### src/rtl/rdshift_reg.sv
// Universal WIDTH-bit register with hold / shift right / shift left / parallel load.
// A saturating shift counter and Empty flag let it serve as a parallel-to-serial converter.
`timescale 1ns/10ps
module rdshift_reg #(
  parameter int unsigned WIDTH = 8,
  parameter logic [WIDTH-1:0] RESET_VALUE = '0,
  localparam int unsigned CW = $clog2(WIDTH + 1)
) (
  input  logic             Clk,
  input  logic             nRst,
  input  logic [1:0]       Mode,
  input  logic [WIDTH-1:0] D,
  input  logic             SIR,
  input  logic             SIL,
  output logic [WIDTH-1:0] Q,
  output logic [WIDTH-1:0] nQ,
  output logic             SOR,
  output logic             SOL,
  output logic [CW-1:0]    Count,
  output logic             Empty
);

  localparam logic [1:0] MODE_HOLD  = 2'b00;
  localparam logic [1:0] MODE_RIGHT = 2'b01;
  localparam logic [1:0] MODE_LEFT  = 2'b10;
  localparam logic [1:0] MODE_LOAD  = 2'b11;

  localparam logic [CW-1:0] COUNT_FULL = CW'(WIDTH);

  logic [WIDTH-1:0] q_nxt;
  logic [CW-1:0]    count_nxt;
  logic [CW-1:0]    count_inc;

  // Count sticks at WIDTH once the word has been fully shifted out.
  assign count_inc = (Count == COUNT_FULL) ? COUNT_FULL : Count + CW'(1);

  always_comb begin
    q_nxt     = Q;
    count_nxt = Count;
    case (Mode)
      MODE_HOLD: begin
        q_nxt     = Q;
        count_nxt = Count;
      end
      MODE_RIGHT: begin
        q_nxt     = {SIR, Q[WIDTH-1:1]};
        count_nxt = count_inc;
      end
      MODE_LEFT: begin
        q_nxt     = {Q[WIDTH-2:0], SIL};
        count_nxt = count_inc;
      end
      MODE_LOAD: begin
        q_nxt     = D;
        count_nxt = '0;
      end
      default: begin
        q_nxt     = Q;
        count_nxt = Count;
      end
    endcase
  end

  always_ff @(posedge Clk or negedge nRst) begin
    if (!nRst) begin
      Q     <= RESET_VALUE;
      Count <= COUNT_FULL;
    end else begin
      Q     <= q_nxt;
      Count <= count_nxt;
    end
  end

  // Complement, serial outs and Empty are views of the stored state, not extra state.
  assign nQ    = ~Q;
  assign SOR   = Q[0];
  assign SOL   = Q[WIDTH-1];
  assign Empty = (Count == COUNT_FULL);

endmodule

### config.mk
export PLATFORM = sky130hd
export DESIGN_NAME = rdshift_reg
export DESIGN_NICKNAME = d
export VERILOG_FILES = /design/src/rtl/rdshift_reg.sv
export SDC_FILE = /design/constraint.sdc
export NUM_CORES = 1
export LEC_CHECK = 0
export ABC_AREA = 1
export BUFFER_PORTS_ARGS = -buffer_cell sky130_fd_sc_hd__buf_2
export CAP_MARGIN = 25
export CELL_PAD_IN_SITES_DETAIL_PLACEMENT = 0
export CELL_PAD_IN_SITES_GLOBAL_PLACEMENT = 1
export CORE_AREA = 2 2 66 49
export CTS_CLUSTER_SIZE = 14
export DETAILED_ROUTE_END_ITERATION = 16
export DIE_AREA = 0 0 68 51
export GPL_TIMING_DRIVEN = 0
export PLACE_DENSITY_LB_ADDON = 0.1
export SLEW_MARGIN = 20
export SYNTH_ARGS = -nofsm -noshare
export SYNTH_HDL_FRONTEND = slang
export SYNTH_SLANG_ARGS = --single-unit
### constraint.sdc
create_clock -name Clk -period 1.4 [get_ports Clk]
set_input_delay 0.35 -clock Clk [delete_from_list [all_inputs] [get_ports Clk]]
set_output_delay 0.35 -clock Clk [all_outputs]
set_load 0.02 [all_outputs]
==> run summary <==
# rows: 17
hpwl dp: 1600 um
DRT iter0 DRCs: 25
CTS tree: built
nets: 174
Max-cap violations: 0
Hold Path End: Count[3]
drt first pass iters: 4
worst reg2reg path depth: 7
number of global-route vias before repair: 750
Crit Path Max Fanout: 2
Peak Freq: 0.698 GHz
failing checks: setup timing
Post-route DRC: 0
dominant cells by area after synthesis: dfrtp_1 (33%), nand2_1 (15%), nand3_1 (15%)
Setup crit end kind: primary output
routed wire length: 2270 um
final setup violation count: 1
initial antenna violation count: 0
Root Driver: clkbuf_8
worst r2r src: Count[1]
Crit Path Category: register to primary output
Netlist cell types: 20
Synth top area share: 33.3%
vias: 861
Fin Setup TNS: -0.0330 ns
Worst-Skew Late Latency: 0.24 ns
pre-CTS setup slack: 0.0769 ns
Worst EP arrival: 1.08 ns
fillers: 320
Tmin final: 1.43 ns
Final Hold Fails: 0
Placer Congestion: 0.743
Synth area leader: dfrtp_1
Syn Nets: 126
Max clock buf depth: 2
crit path setup slack, layout: -0.0330 ns
register area share after synthesis: 36.5%
Worst Skew: 0.00512 ns
Top-Level Pins: 37
Final period util: 102%
largest net degree at the start of global routing: 13
total congestion overflow: 0
Yosys reg bits: 12
LEAKAGE: 0.000643 uW
CTS H-Tree Depth: 1
CP Launch Type: register
Least-Margin Pin Slew: 0.286 ns
Hold Path Cell Cnt: 4
Ys Warns: 0
synthesized cell area: 827 um2
status: finished with violations
die area: 3470 um2
Slew Limit Fails: 0
Vias per Instance: 4.42
Die Ht: 51 um
Critical Path RT: 1.05 ns
Worst slew margin: 80.9%
power per cell area: 1480 nW/um2
maximum vdd drop: 614 uV
CTS sink count: 12
Total GRT Usage: 14.4%
drt wl/cell: 11.7 um
Gate Count Post-Synth: 110
Hold Path Class: primary input to register
Avg Cell Area, Syn: 7.52 um2
IO buf count: 35
synth-to-layout area growth: 44.5%
RSZ-0062 raised after global routing: yes
Num CTS Buffers: 3
Reg clk slew, reported paths: 0.05 ns
FF-to-FF setup slack: 0.19 ns
Starting Density: 28.2%
Die X: 68 um
first-pass GRT wire length: 3630 um
antenna-violating nets left: 0
most frequent cells in the layout: nand2_1 (33), buf_2 (33), nand3_1 (23)
fraction of layout cells with a size suffix above 1: 42.7%
r2r endpoint: Count[2]
min-delay src: Mode[1]
number of inserted diodes: 0
core box area: 2940 um2
-- state kept, by name, indices dropped and copies added, names as in the netlist --
signal	cells
Q	8
Count	4
-- Yosys cell counts --
cell / instances
a21oi_1: 1
a21oi_2: 1
buf_12: 1
buf_4: 3
buf_6: 2
dfrtp_1: 11
dfstp_2: 1
ha_1: 2
inv_1: 12
inv_4: 2
nand2_1: 33
nand2_4: 1
nand2_8: 1
nand3_1: 24
nand3_2: 2
nor2_1: 7
nor2_2: 2
nor2_4: 1
o21ai_1: 2
xor2_1: 1
-- worst max-delay path by stage --
stage             start    end  slack [ns]  cells after the start
2_1_floorplan  Count[0]  Empty        0.08                      4
3_3_place_gp   Count[0]  Empty        0.10                      5
3_5_place_dp   Count[0]  Empty        0.08                      5
4_1_cts        Count[0]  Empty       -0.02                      5
5_1_grt        Count[1]  Empty       -0.09                      5
6_report       Count[1]  Empty       -0.03                      5
-- power by group --
part	internal, uW	switching [uW]	leakage (uW)
Combinational	403	498	0.000472
Clock	201	129	0.0000228
Sequential	443	97.7	0.000148
-- worst max-delay path: stages (launching register included) --
cell and delay, ns:
dfrtp_1 0.39, inv_2 0.09, ha_4 0.14, nand3_4 0.06
inv_2 0.06, buf_6 0.10
-- stage by stage --
stage | area [um2] | hold WS, ns | utilization [%] | power [uW] | std cells
floorplan | 827 | 0.0544 | - | 985 | 110
finish | 1190 | 0.435 | 40.7 | 1770 | 195
detailed placement | 1050 | 0.265 | 35.8 | 1210 | 183
global placement | 1050 | 0.245 | 35.8 | 1200 | 183
CTS | 1160 | 0.429 | 39.5 | 1680 | 192
global route | 1190 | 0.453 | 40.7 | 1900 | 195
-- routing by layer --
metal | routed length [um] | part of all wire (%) | GRT usage (%)
met5 | 0 | 0 | 0
met4 | 0 | 0 | 2.00
met3 | 121 | 5.3 | 5.73
met1 | 1130 | 50 | 19.8
met2 | 1020 | 45 | 21.5
-- area by class of cell --
cell class	instances	area (um2)	share of cell area, %
Buffer	6	65.1	5.45
Sequential cell	12	302	25.2
Clock buffer	4	45.0	3.77
Inverter	14	57.6	4.82
Tap cell	38	47.5	3.98
Timing Repair Buffer	43	250	20.9
Multi-Input combinational cell	78	428	35.8
-- repair_timing --
item / in CTS / in global routing
hold buffers: 1 / 0
buffers inserted: 4 / 3
gates resized for setup: 8 / 3
cloned: 0 / 0
pin swaps: 2 / 0
setup endpoints to repair: 1 / 1
endpoints found under the hold margin: 11 / 0
-- cell families (layout without fill, tap and decap cells) --
group / after synthesis / count (layout) / synth area share (%)
xor gates and xnor gates: 1 / 1 / 1.06
AOI/OAI and AO/OA: 4 / 4 / 2.87
DFF: 12 / 12 / 36.5
buffers and inverters: 20 / 67 / 14.8
and+or+nand+nor: 71 / 71 / 41.8
adders and majority gates: 2 / 2 / 3.03
No activity file was read; power rests on OpenSTA's default activity.
